$ cat src/rtl/ex_operand_stage.sv
// ============================================================================
// Module   : ex_operand_stage
// Purpose  : ID/EX register with MEM/WB forwarding and load-use stall detection
// Revision : 1.0 - initial release
// ============================================================================
`default_nettype none

module ex_operand_stage #(
    parameter int XLEN       = 32,
    parameter int REG_ADDR_W = 5
) (
    input  logic                  clk,
    input  logic                  rst_n,
    input  logic                  flush,
    input  logic                  id_valid,
    output logic                  id_ready,
    input  logic [XLEN-1:0]       id_pc,
    input  logic [REG_ADDR_W-1:0] id_rs1,
    input  logic [REG_ADDR_W-1:0] id_rs2,
    input  logic [REG_ADDR_W-1:0] id_rd,
    input  logic [XLEN-1:0]       id_rs1_data,
    input  logic [XLEN-1:0]       id_rs2_data,
    input  logic [XLEN-1:0]       id_imm,
    input  logic [3:0]            id_alu_control,
    input  logic [1:0]            id_src_a_sel,
    input  logic                  id_src_b_sel,
    input  logic                  id_reg_write,
    input  logic                  id_mem_write,
    input  logic                  fwd_mem_valid,
    input  logic                  fwd_mem_is_load,
    input  logic [REG_ADDR_W-1:0] fwd_mem_rd,
    input  logic [XLEN-1:0]       fwd_mem_data,
    input  logic                  fwd_wb_valid,
    input  logic [REG_ADDR_W-1:0] fwd_wb_rd,
    input  logic [XLEN-1:0]       fwd_wb_data,
    output logic                  ex_valid,
    input  logic                  ex_ready,
    output logic [XLEN-1:0]       ex_operand_a,
    output logic [XLEN-1:0]       ex_operand_b,
    output logic [3:0]            ex_alu_control,
    output logic [XLEN-1:0]       ex_pc,
    output logic [XLEN-1:0]       ex_imm,
    output logic [XLEN-1:0]       ex_store_data,
    output logic [REG_ADDR_W-1:0] ex_rd,
    output logic                  ex_reg_write,
    output logic                  ex_mem_write
);

    localparam logic [REG_ADDR_W-1:0] c_ZERO_REG = '0;
    localparam logic [1:0]            c_SRC_A_RS1 = 2'd0;
    localparam logic [1:0]            c_SRC_A_PC  = 2'd1;

    logic                  r_valid;
    logic [XLEN-1:0]       r_pc, r_imm, r_rs1_val, r_rs2_val;
    logic [REG_ADDR_W-1:0] r_rs1, r_rs2, r_rd;
    logic [3:0]            r_alu_control;
    logic [1:0]            r_src_a_sel;
    logic                  r_src_b_sel, r_reg_write, r_mem_write;

    logic [XLEN-1:0]       w_rs1_val, w_rs2_val;
    logic                  w_uses_rs1, w_uses_rs2, w_load_hazard, w_capture;
    logic                  w_wb_hit_rs1, w_wb_hit_rs2;

    // MEM (non-load) beats WB beats register file; x0 always reads zero.
    function automatic logic [XLEN-1:0] resolve(input logic [REG_ADDR_W-1:0] rs,
                                                input logic [XLEN-1:0] rf_data);
        if (rs == c_ZERO_REG)
            return '0;
        else if (fwd_mem_valid && !fwd_mem_is_load && fwd_mem_rd == rs)
            return fwd_mem_data;
        else if (fwd_wb_valid && fwd_wb_rd == rs)
            return fwd_wb_data;
        else
            return rf_data;
    endfunction

    always_comb begin
        w_rs1_val     = resolve(id_rs1, id_rs1_data);
        w_rs2_val     = resolve(id_rs2, id_rs2_data);
        w_uses_rs1    = (id_src_a_sel == c_SRC_A_RS1);
        w_uses_rs2    = !id_src_b_sel || id_mem_write;
        w_load_hazard = fwd_mem_valid && fwd_mem_is_load && (fwd_mem_rd != c_ZERO_REG) &&
                        ((w_uses_rs1 && fwd_mem_rd == id_rs1) ||
                         (w_uses_rs2 && fwd_mem_rd == id_rs2));
        id_ready      = !w_load_hazard && (!r_valid || ex_ready);
        w_capture     = id_valid && id_ready && !flush;
        w_wb_hit_rs1  = fwd_wb_valid && (fwd_wb_rd != c_ZERO_REG) && (fwd_wb_rd == r_rs1);
        w_wb_hit_rs2  = fwd_wb_valid && (fwd_wb_rd != c_ZERO_REG) && (fwd_wb_rd == r_rs2);
    end

    always_ff @(posedge clk or negedge rst_n) begin
        if (!rst_n) begin
            r_valid       <= 1'b0;
            r_pc          <= '0;
            r_imm         <= '0;
            r_rs1_val     <= '0;
            r_rs2_val     <= '0;
            r_rs1         <= '0;
            r_rs2         <= '0;
            r_rd          <= '0;
            r_alu_control <= '0;
            r_src_a_sel   <= '0;
            r_src_b_sel   <= 1'b0;
            r_reg_write   <= 1'b0;
            r_mem_write   <= 1'b0;
        end else if (flush) begin
            r_valid <= 1'b0;
        end else if (w_capture) begin
            r_valid       <= 1'b1;
            r_pc          <= id_pc;
            r_imm         <= id_imm;
            r_rs1_val     <= w_rs1_val;
            r_rs2_val     <= w_rs2_val;
            r_rs1         <= id_rs1;
            r_rs2         <= id_rs2;
            r_rd          <= id_rd;
            r_alu_control <= id_alu_control;
            r_src_a_sel   <= id_src_a_sel;
            r_src_b_sel   <= id_src_b_sel;
            r_reg_write   <= id_reg_write;
            r_mem_write   <= id_mem_write;
        end else if (r_valid && ex_ready) begin
            r_valid <= 1'b0;
        end else if (r_valid) begin
            // A producer retiring while we stall would otherwise be lost.
            if (w_wb_hit_rs1) r_rs1_val <= fwd_wb_data;
            if (w_wb_hit_rs2) r_rs2_val <= fwd_wb_data;
        end
    end

    always_comb begin
        ex_operand_a = '0;
        if (r_src_a_sel == c_SRC_A_RS1)
            ex_operand_a = r_rs1_val;
        else if (r_src_a_sel == c_SRC_A_PC)
            ex_operand_a = r_pc;
    end

    assign ex_valid       = r_valid;
    assign ex_operand_b   = r_src_b_sel ? r_imm : r_rs2_val;
    assign ex_alu_control = r_alu_control;
    assign ex_pc          = r_pc;
    assign ex_imm         = r_imm;
    assign ex_store_data  = r_rs2_val;
    assign ex_rd          = r_rd;
    assign ex_reg_write   = r_reg_write;
    assign ex_mem_write   = r_mem_write;

endmodule

`default_nettype wire
$ cat config.mk
export PLATFORM = sky130hd
export DESIGN_NAME = ex_operand_stage
export DESIGN_NICKNAME = d
export VERILOG_FILES = /design/src/rtl/ex_operand_stage.sv
export SDC_FILE = /design/constraint.sdc
export NUM_CORES = 1
export LEC_CHECK = 0
export ABC_AREA = 1
export BUFFER_PORTS_ARGS = -buffer_cell sky130_fd_sc_hd__clkbuf_2
export CAP_MARGIN = 20
export CORE_ASPECT_RATIO = 0.6
export CORE_MARGIN = 10
export CORE_UTILIZATION = 45
export CTS_BUF_LIST = sky130_fd_sc_hd__clkbuf_8
export CTS_CLUSTER_DIAMETER = 40
export DETAILED_ROUTE_END_ITERATION = 16
export HOLD_SLACK_MARGIN = 0.03
export PLACE_DENSITY = 0.87
export SYNTH_ARGS = -nofsm -noshare
export SYNTH_HDL_FRONTEND = slang
export SYNTH_SLANG_ARGS = --single-unit
$ cat constraint.sdc
create_clock -name clk -period 4.3 [get_ports clk]
set_input_delay 0.215 -clock clk [delete_from_list [all_inputs] [get_ports clk]]
set_output_delay 0.215 -clock clk [all_outputs]
set_load 0.05 [all_outputs]
# After elaboration in Yosys (flattened, before gate mapping)
# Cells that the tools add are included.
[word_totals] regBits=153 out_inout_bits=173 in_bits=234 elab_cells=80
[op_classes] bitwise_logic=1 n_mux=20 n_eq_ne=8 reduce_logical=38
[ops] cell="32-bit 2-to-1 mux" n=17
[ops] cell="5-bit == test" n=6
[ops] cell="1-bit logical AND" n=17
[ops] cell="5-bit logical NOT" n=2
[ops] cell="5-bit nonzero test" n=2
[ops] cell="4-bit AND reduction" n=2
[ops] cell="2-bit nonzero test" n=3
[ops] cell="1-bit logical NOT" n=5
[ops] cell="2-bit logical NOT" n=2
[ops] cell="1-bit logical OR" n=3
[ops] cell="1-bit 2-to-1 mux" n=3
[ops] cell="3-bit nonzero test" n=1
[ops] cell="2-bit by 1-bit == test with 1-bit output, second input constant" n=1
[ops] cell="2-bit inequality test, second input constant" n=1
[ops] cell="2-bit AND reduction" n=1
[ops] cell="1-bit inverter" n=1

# Logic depth before layout (Yosys ltp)
# Gate-level depths: netlist of the first run.
[logic_depth] word_depth=11 depth_mapped=13 mapped_depth_nobuf=11

# Least setup slack after synthesis of the first run
# OpenSTA, ideal clock, no wires.
[synth_timing] path_type="reg-to-output" startpoint="register r_src_a_sel[0]" endpoint="output ex_operand_a[10]" arrival_ns=2.082 stages_incl_launch_ff=5 path_buffers=2 path_slack_ns=2.003 required_ns=4.085 path_cell_list="dfrtp_1 > clkbuf_1 > or2_2 > clkbuf_1 > o21ai_0"
[synth_via] elab_chain_cells=3
[synth_lines] item="from (decl)" line="57" source="logic [1:0] r_src_a_sel;"
[synth_lines] item="from (signal assigned)" line="118" source="r_src_a_sel <= id_src_a_sel;"
[synth_lines] item="2-bit by 1-bit == test with 1-bit output" line="135" source="else if (r_src_a_sel == c_SRC_A_PC)"
[synth_lines] item="32-bit 2-to-1 mux" line="135"
[synth_lines] item="32-bit 2-to-1 mux (*)" line="133" source="if (r_src_a_sel == c_SRC_A_RS1)"
[synth_lines] item="to (decl)" line="38" source="output logic [XLEN-1:0] ex_operand_a,"
# Every way passes the cells marked *; elsewhere a longest branch is shown, timed or not.

# Worst setup path after layout of the first run
[layout_timing] startpoint="input id_src_a_sel[1]" endpoint="register r_rs1_val[23]"
[layout_via] elab_chain_cells=10
[layout_lines] item="from (decl)" line="25" source="input logic [1:0] id_src_a_sel,"
[layout_lines] item="2-bit logical NOT (*)" line="80" source="w_uses_rs1 = (id_src_a_sel == c_SRC_A_RS1);"
[layout_lines] item="1-bit logical AND (*)" line="83" source="((w_uses_rs1 && fwd_mem_rd == id_rs1) ||"
[layout_lines] item="1-bit logical OR (*)" line="83"
[layout_lines] item="1-bit logical AND (*)" line="82" source="w_load_hazard = fwd_mem_valid && fwd_mem_is_load && (fwd_mem_rd != c_ZERO_REG) &&"
[layout_lines] item="1-bit logical NOT (*)" line="85" source="id_ready = !w_load_hazard && (!r_valid || ex_ready);"
[layout_lines] item="1-bit logical AND (*)" line="85"
[layout_lines] item="1-bit logical AND (*) (2 in a row)" line="86" source="w_capture = id_valid && id_ready && !flush;"
[layout_lines] item="2-bit inequality test (no source line) or 2-bit nonzero test (tied branches)"
[layout_lines] item="4-bit AND reduction (no source line)"
[layout_lines] item="to (signal assigned)" line="112" source="r_rs1_val <= w_rs1_val;"
[layout_lines] item="to (signal assigned)" line="126" source="if (w_wb_hit_rs1) r_rs1_val <= fwd_wb_data;"
[layout_lines] item="to (decl)" line="54" source="logic [XLEN-1:0] r_pc, r_imm, r_rs1_val, r_rs2_val;"
# Marked as above.
# A chain may end at the register's enable or synchronous reset.

==> qor.csv, run 1 <==
metric,value,unit
io_buffers,406,
power.density,415,nW/um^2
final_hold_viol_count,0,
peakVddDrop,0.239,mV
critPathArrivalTime,2.96,ns
path_buf_inv,3,
p_leak,0.00760,uW
grt-ovfl-total,0,
synth_seq_cells,153,
cts_resized,0,
dr_total_vias,12400,
cts_sinks,153,
die_area,28700,sq um
path_clk_slew,0.08,ns
setup_tns,0,ns
syn_to_final_growth,33.7,%
dr.pass1.iters,6,
fin_hold_ws,0.0620,ns
worstMarginPinSlew,0.927,ns
io_pins,407,
synthCells,1491,
start_kind,input pin,
fmax,390,MHz
slowest_delay,0.54,ns
min_path_cells,3,
layout_common_cells,"513 x nand2_1, 405 x clkbuf_2, 232 x nand3_1",
setup_viol,0,
yosys.cell_types.count,23,
r2r_start,ex_valid,
final_common_cell,nand2_1,
synth_area_per_cell,6.68,sq um
vias_per_cell,5.63,
grt_start_max_net_pins,170,
critical-path-top-delay-family,simple AND/OR/NAND/NOR gates,
routed_wl,44800,um
rsz0062_at_grt,false,
drc_errors,0,
ys_seq_area_frac,0.384,
core,21900,sq um
start_util,0.455,
fillers,2008,
drt_iter0_markers,1350,
critPathMaxFanout,169,
cp-end-kind,flop,
die_x,212,um
syn_nets,1725,
fin_crit_sh,0.597,
cp_slowest_cell,dlygate4sd3_1,
reg2reg_slack,1.97,ns
skew,0.0113,ns
place_congestion,1.02,
holdPathEnd,r_rs1[4],
p_total,5520,uW
cp.depth,10,
insertion_delay,0.47,ns
multi_input_area,5250,sq um
rr_worst_depth,10,
avgRoutedWirePerCell,20.3,um
antenna_found_initial,7,
synthesis.area,9960,sq um
yosys_warnings,0,
cts_tree,yes,
cts_max_level,4,
hold_path_class,input pin to flop,
min_from,id_rs1[4],
numCtsBuffers,17,
clockBufferDepth,2,
rr_endpoint,r_rs1_val[23],
slew_viol_final,0,
seqCellArea,3830,sq um
fin_nets,2141,
cp_cell_sequence,dlygate4sd3_1 > clkbuf_2 > nor2_1 > nand4_1 > nand2_1 > nand2_1 > nand3_4 > buf_12 > nand3_1 > nand3_1,
die_h,135,um
drv_cap,0,
dp_hpwl,32200,um
fin_crit,2.57,ns
rows,42,
max_slew_margin,0.382,
grt_use_total,0.304,
cp.required,4.69,ns
fin_util,0.608,
grt_pass1_wl,69000,um
final_antenna_net_count,0,
run_status,completed,
ctsRootBufferMaster,clkbuf_8,
grt_pass1_vias,12000,
drive_gt1_frac,0.268,
criticalPathCategory,input pin to flop,
-- sequential cells by signal (all words and copies together) (netlist names) --
register / cells
ex_imm: 32
ex_pc: 32
ex_store_data: 32
r_rs1_val: 32
ex_rd: 5
r_rs1: 5
r_rs2: 5
ex_alu_control: 4
r_src_a_sel: 2
ex_mem_write: 1
ex_reg_write: 1
ex_valid: 1
r_src_b_sel: 1
-- cell families after synthesis --
logic type / share of synthesized area
XOR/XNOR: 0.0123
buffers and inverters: 0.0919
AO/OA/AOI/OAI: 0.0397
AND/OR/NAND/NOR: 0.436
flip-flops: 0.384
multiplexers: 0.0362
-- cell type report --
type	count	share of cell area
Clock buffer	19	0.0196
Inverter	94	0.0265
Clock inverter	13	0.0115
Tap cell	286	0.0269
Sequential cell	153	0.288
Timing Repair Buffer	513	0.233
Antenna cell	4	0.000752
Multi-Input combinational cell	1128	0.394
-- cells in the mapped netlist --
master    count  area share
dfrtp_1     153        0.38
nor2_2        2      0.0013
nand4_1     100       0.063
inv_1        89       0.034
mux2_2       32       0.036
buf_2        36       0.018
nand3_1     233        0.12
or2_2         1     0.00063
buf_1         7      0.0026
nand2_1     513        0.19
xor2_1       10      0.0088
buf_6         1      0.0011
nor2_4        2      0.0023
clkbuf_1     52       0.020
nor3b_1       1     0.00075
xnor2_1       4      0.0035
inv_2         5      0.0019
and2_1        1     0.00063
o21ai_0      77       0.039
nor3_1        4      0.0020
buf_4        20       0.015
o21ai_1       2      0.0010
nor2_1      146       0.055
-- metrics by stage --
step	instance area (sq um)	worst slack, ns	instances
2_1_floorplan	9960	2.00	1491
3_3_place_gp	12000	1.60	2091
3_5_place_dp	12000	1.55	2092
4_1_cts	13200	1.80	2203
5_1_grt	13300	1.64	2209
6_report	13300	1.73	2210
-- how the worst max path moves through the flow --
stage / from / to / slack [ns]
final: id_src_a_sel[1] / r_rs1_val[23] / 1.73
after floorplan: r_src_a_sel[0] / ex_operand_a[10] / 2.00
after CTS: ex_valid / r_rs1_val[5] / 1.80
after global placement: id_rs1[4] / r_rs1_val[22] / 1.60
after detailed placement: id_rs1[4] / r_rs1_val[6] / 1.55
after global routing: id_src_a_sel[1] / ex_store_data[4] / 1.64
-- power by group --
part | switching (uW) | internal (uW) | leakage [uW]
combinational | 1860 | 611 | 0.00549
sequential | 200 | 1670 | 0.00190
clock | 581 | 599 | 0.000205
total | 2640 | 2880 | 0.00760
-- worst reg2reg max path, cell delays in order (launching register included) --
cell and delay (ns):
dfrtp_1 0.36, nand2_1 0.14, nor2_1 0.13, nand2_1 0.06, nor2_1 0.15, nand3_1 0.10
buf_4 0.28, inv_1 0.55, buf_8 0.26, nand3_1 0.10, nand3_1 0.13
-- routing by layer --
layer	vias to the layer above	wire length (um)	track usage
met5	-	47	0
met4	6	1750	0.121
met3	124	4820	0.0811
met2	790	21100	0.502
met1	5834	17100	0.374
li1	5685	-	-
-- what timing repair did --
item | in CTS | in global routing
hold buffers | 79 | 0
setup buffers | 0 | 0
endpoints found under the setup margin | 0 | 0
endpoints found under the hold margin | 144 | 0
Power figures use the tool's default switching activity.
==> run 2: changes to the inputs <==
--- a/config.mk
+++ b/config.mk
@@ -5,7 +5,7 @@
 export SDC_FILE = /design/constraint.sdc
 export NUM_CORES = 1
 export LEC_CHECK = 0
-export ABC_AREA = 1
+export ABC_AREA = 0
 export BUFFER_PORTS_ARGS = -buffer_cell sky130_fd_sc_hd__clkbuf_2
 export CAP_MARGIN = 20
 export CORE_ASPECT_RATIO = 0.6
@@ -15,7 +15,7 @@
 export CTS_CLUSTER_DIAMETER = 40
 export DETAILED_ROUTE_END_ITERATION = 16
 export HOLD_SLACK_MARGIN = 0.03
-export PLACE_DENSITY = 0.87
+export PLACE_DENSITY = 0.89
 export SYNTH_ARGS = -nofsm -noshare
 export SYNTH_HDL_FRONTEND = slang
 export SYNTH_SLANG_ARGS = --single-unit
==> constraint.sdc (replaced) <==
create_clock -name clk -period 2.5 [get_ports clk]
set_input_delay 0.125 -clock clk [delete_from_list [all_inputs] [get_ports clk]]
set_output_delay 0.125 -clock clk [all_outputs]
set_load 0.05 [all_outputs]
==> run 2 against run 1 <==
Compared with the run above:
- critical path depth is 8 lower
- combinational power rose by 96%
- routed wire length decreased by 5.3%
- non-clock buffer count up 77
- sequential share of layout area decreased by 0.48 points
- clock power up 57%
==> qor.csv, run 2 <==
metric,value,unit
run_status,completed,
swShare,0.485,
vias_per_cell,5.88,
fmax,408,MHz
final_hold_viol_count,0,
yosys.cell_types.count,34,
power.internal,5260,uW
synthesis.area,9120,sq um
seqCellArea,3830,sq um
slew_viol_final,0,
ctsRootBufferMaster,clkbuf_8,
antenna_found_initial,3,
grt-ovfl-total,0,
fillers,1338,
p_clk_frac,0.181,
yosys_warnings,0,
cp-end-kind,output port,
die_h,130,um
synthTopCellsByArea,"dfrtp_1 42%, mux2i_1 21%, mux2_2 14%",
fin_nets,1603,
dr.pass1.iters,5,
routed_wl,42400,um
fin_util,0.679,
fin_crit,2.45,ns
synthCells,830,
rows,40,
path_clk_slew,0.09,ns
syn_nets,1064,
max_slew_margin,0.252,
yosysTopAreaCellShare,0.420,
syn_to_final_growth,48.7,%
io_buffers,406,
final_common_cell,clkbuf_2,
synth_area_per_cell,11.0,sq um
cp.required,2.38,ns
ys_seq_area_frac,0.420,
dp_hpwl,26300,um
insertion_delay,0.48,ns
p_leak,0.00668,uW
drive_gt1_frac,0.447,
cts_max_level,4,
p_switching,4960,uW
synth.most_common_cell,mux2i_1,
synthFlopType,dfrtp_1,
avgRoutedWirePerCell,25.6,um
drc_errors,0,
ys_top_cells_by_count,"192 x mux2i_1, 153 x dfrtp_1, 115 x mux2_2",
power.density,754,nW/um^2
rsz0062_at_grt,true,
layout_common_cells,"405 x clkbuf_2, 192 x mux2i_1, 161 x dlygate4sd3_1",
synth_edf_count,0,
setup_viol,0,
dr_total_vias,9757,
final_antenna_net_count,0,
start_util,0.457,
drt_iter0_markers,824,
core,20000,sq um
critPathMaxFanout,33,
grt_start_max_net_pins,65,
numCtsBuffers,17,
synth_top_area_cell,dfrtp_1,
p_seq_frac,0.345,
postLayoutCellArea,13600,sq um
placed_area,11600,sq um
grt_pass1_vias,10300,
io_pins,407,
die_x,204,um
start_kind,flop,
fin_crit_sh,0.981,
clockBufferDepth,2,
criticalPathCategory,flop to output port,
place_congestion,0.883,
die_area,26500,sq um
synth_seq_cells,153,
skew,0.0150,ns
worstMarginPinSlew,1.12,ns
critPathArrivalTime,2.33,ns
multi_input_area,5000,sq um
cts_tree,yes,
peakVddDrop,0.698,mV
grt_pass1_wl,62700,um
hold_path_class,input pin to flop,
post-cts-setup-buffer-count,0,
drv_cap,0,
async_reset_ff_frac,1.00,
combPwrFrac,0.474,
cts_sinks,153,
grt_use_total,0.309,
## run 2: cells by family (layout without fill, tap and decap cells)
family,after synthesis,after routing,share of synthesized area
flops,153,153,0.420
xor+xnor,28,28,0.0269
compound gates,133,133,0.0965
mux,312,312,0.359
other cells,0,5,0
simple gates,131,131,0.0615
buf+inv,73,625,0.0362
## run 2: layout make-up
| class | instances | area share |
|---|---|---|
| diodes | 5 | 0.000923 |
| clock buffers | 19 | 0.0193 |
| clock inverters | 13 | 0.00785 |
| inverters | 3 | 0.000831 |
| multi-input cells | 604 | 0.369 |
| flip-flops and latches | 153 | 0.283 |
| well taps | 273 | 0.0252 |
| repair buffers | 590 | 0.294 |
## run 2: through the flow
step	setup WS (ns)	TNS (ns)	power, uW	hold slack (ns)	cells
CTS	0.108	0	10100	0.0304	1655
detailed placement	0.178	0	8010	0.0315	1462
global route	-0.00235	-0.00235	10600	0.0504	1657
finish	0.0483	0	10200	0.0740	1660
floorplan	0.283	0	6630	-0.171	830
global placement	0.218	0	7890	0.0285	1462
## run 2: path summary, 6_finish.rpt
check,depth (start not counted),start,end,slack (ns)
max,2,r_src_b_sel,ex_operand_b[16],0.05
min,4,id_rs2_data[17],ex_store_data[17],0.07
max reg2reg,6,ex_valid,ex_store_data[14],0.30
min reg2reg,1,ex_rd[3],ex_rd[3],0.52
max in group asynchronous,3,rst_n,r_rs1_val[19],1.72
min in group asynchronous,2,rst_n,ex_pc[2],0.11
## run 2: timing repair
action	in CTS	in global routing
gates resized for setup	0	3
hold buffers	161	0
hold endpoints to repair	304	0
endpoints found under the setup margin	0	43
## run 2: worst max-delay path, stage by stage (launching register included)
cell and delay [ns]:
dfrtp_2 1.12, mux2_2 0.44, clkbuf_2 0.26
## run 2: per-layer routing
metal | up-vias | track usage | routed length [um]
met2 | 785 | 0.526 | 20500
met1 | 4723 | 0.341 | 15300
met3 | 182 | 0.0983 | 4420
met5 | - | 0 | 12
met4 | 2 | 0.175 | 2240
li1 | 4065 | - | -
## run 2: power groups by stage
stage	combinational (uW)	sequential, uW	clock [uW]
floorplan	2210	4420	0
global placement	4420	3470	0
detailed placement	4500	3500	0
CTS	4730	3460	1870
global route	5040	3550	1970
finish	4840	3520	1850
==> run 3: changes to the inputs <==
==> constraint.sdc (replaced) <==
create_clock -name clk -period 2.3 [get_ports clk]
set_input_delay 0.115 -clock clk [delete_from_list [all_inputs] [get_ports clk]]
set_output_delay 0.115 -clock clk [all_outputs]
set_load 0.05 [all_outputs]
==> run 3 against run 2 <==
Compared with the run above:
- worst hold slack got worse by 0.0089 ns
- register-to-register slack lost 0.16 ns
- via count decreased by 0.63%
- clock power is 12% higher
- critical path depth rose by 8
- final cell count is 0.60% higher
- total power up 9.5%
- sequential power increased by 7.4%
- sequential share of layout area shrank 0.24 points
==> qor.csv, run 3 (synthesized netlist as in run 2, its figures left out) <==
metric,value,unit
p_seq_frac,0.338,
dr.pass1.iters,5,
fin_ws,0.0857,ns
cpMostUsedCell,dlygate4sd3_1,
cts_max_level,4,
die_x,204,um
cp.required,2.66,ns
die_h,130,um
core,20000,sq um
critPathArrivalTime,2.57,ns
drt_iter0_markers,801,
grt_pass1_vias,10400,
p_total,11200,uW
setup_viol,0,
dr_total_vias,9696,
path_buf_inv,4,
final_antenna_net_count,0,
routed_wl,41600,um
power.internal,5760,uW
rows,40,
fmax,452,MHz
drv_cap,0,
min_from,id_rs1_data[2],
setup_tns,0,ns
postLayoutCellArea,13700,sq um
grt_pass1_wl,62400,um
drc_errors,0,
io_buffers,406,
r2r_start,ex_valid,
final_hold_viol_count,0,
avgRoutedWirePerCell,24.9,um
critPathMaxFanout,23,
cts_tree,yes,
cp-end-kind,flop,
syn_to_final_growth,50.0,%
grt_start_max_net_pins,65,
slew_viol_final,0,
die_area,26500,sq um
grt-ovfl-total,0,
rr_endpoint,r_rs1_val[20],
min_path_cells,4,
holdPathEnd,r_rs1_val[2],
reg2reg_slack,0.14,ns
fin_crit,2.21,ns
criticalPathCategory,input pin to flop,
p_switching,5430,uW
fin_crit_sh,0.963,
drive_gt1_frac,0.450,
placed_area,11600,sq um
combPwrFrac,0.476,
ctsRootBufferMaster,clkbuf_8,
dp_hpwl,26900,um
path_clk_slew,0.09,ns
dp_slack,0.0442,ns
peakVddDrop,0.712,mV
worstMarginPinSlew,0.906,ns
hold_path_class,input pin to flop,
clockBufferDepth,2,
run_status,completed,
power.density,818,nW/um^2
rsz0062_at_grt,false,
start_kind,input pin,
swShare,0.485,
insertion_delay,0.46,ns
start_util,0.457,
slowest_delay,0.57,ns
p_leak,0.00674,uW
cts_sinks,153,
grt_use_total,0.305,
critical-path-top-delay-family,buffers and inverters,
fin_util,0.685,
p_clk_frac,0.186,
layout_common_cells,"405 x clkbuf_2, 192 x mux2i_1, 165 x dlygate4sd3_1",
fin_nets,1615,
rr_worst_depth,6,
antenna_found_initial,4,
io_pins,407,
vias_per_cell,5.81,
final_common_cell,clkbuf_2,
place_congestion,0.888,
numCtsBuffers,17,
skew,0.0116,ns
cp_slowest_cell,dlygate4sd3_1,
max_slew_margin,0.396,
cp_cell_sequence,dlygate4sd3_1 > clkbuf_2 > xnor2_1 > nand4_1 > nor2_1 > a21oi_1 > o21ai_4 > buf_12 > o21ai_0 > dlygate4sd3_1,
run 3: worst register-to-register path, stage by stage (launching register included):
cell and delay, ns:
dfrtp_1 0.35, nor2b_1 0.26, nand3b_1 0.30, nor4_4 0.48, buf_12 0.23, mux2i_1 0.28, mux2i_1 0.13
run 3: how the worst max path moves through the flow:
stage | start | cells past startpoint | to | slack, ns
5_1_grt | fwd_mem_rd[1] | 9 | r_rs1_val[14] | 0.007
4_1_cts | id_rs2[1] | 11 | ex_valid | 0.0008
3_5_place_dp | fwd_mem_rd[1] | 9 | ex_imm[20] | 0.04
6_report | id_rs2[1] | 10 | ex_valid | 0.09
2_1_floorplan | ex_valid | 6 | ex_store_data[10] | 0.08
3_3_place_gp | id_rs1[1] | 9 | ex_pc[15] | 0.04
run 3: power groups by stage:
stage	Clock [uW]	Combinational, uW	Sequential [uW]
6_report	2080	5330	3780
5_1_grt	2210	5550	3820
4_1_cts	2080	5220	3720
3_5_place_dp	0	4970	3760
3_3_place_gp	0	4890	3720
2_1_floorplan	0	2400	4810
run 3: metrics by stage:
step,hold slack (ns),std cells
after floorplan,-0.181,830
after global placement,0.121,1471
after detailed placement,0.122,1471
after CTS,0.0363,1668
after global routing,0.0326,1670
final,0.0651,1670
run 3: final cells by class:
| cell class | count | area, sq um |
|---|---|---|
| Clock inverter | 13 | 119 |
| Tap cell | 273 | 342 |
| Fill cell | 1344 | 6290 |
| Multi-Input combinational cell | 604 | 4990 |
| Clock buffer | 19 | 262 |
| Timing Repair Buffer | 602 | 4110 |
| Inverter | 3 | 11.3 |
| Sequential cell | 153 | 3830 |
| Antenna cell | 3 | 7.51 |
run 3: timing repair:
item | CTS | global route
gates resized for setup | 0 | 1
hold buffers | 165 | 0
hold endpoints to repair | 201 | 0
setup endpoints to repair | 0 | 2
setup buffers | 0 | 0
run 3: metal layers:
metal	vias to the layer above	track usage	wire length [um]	part of all wire
met5	-	0	13	0.00031
met4	2	0.159	1870	0.045
met3	156	0.0988	4640	0.11
met2	755	0.527	20500	0.49
met1	4697	0.334	14600	0.35
li1	4086	-	-	-
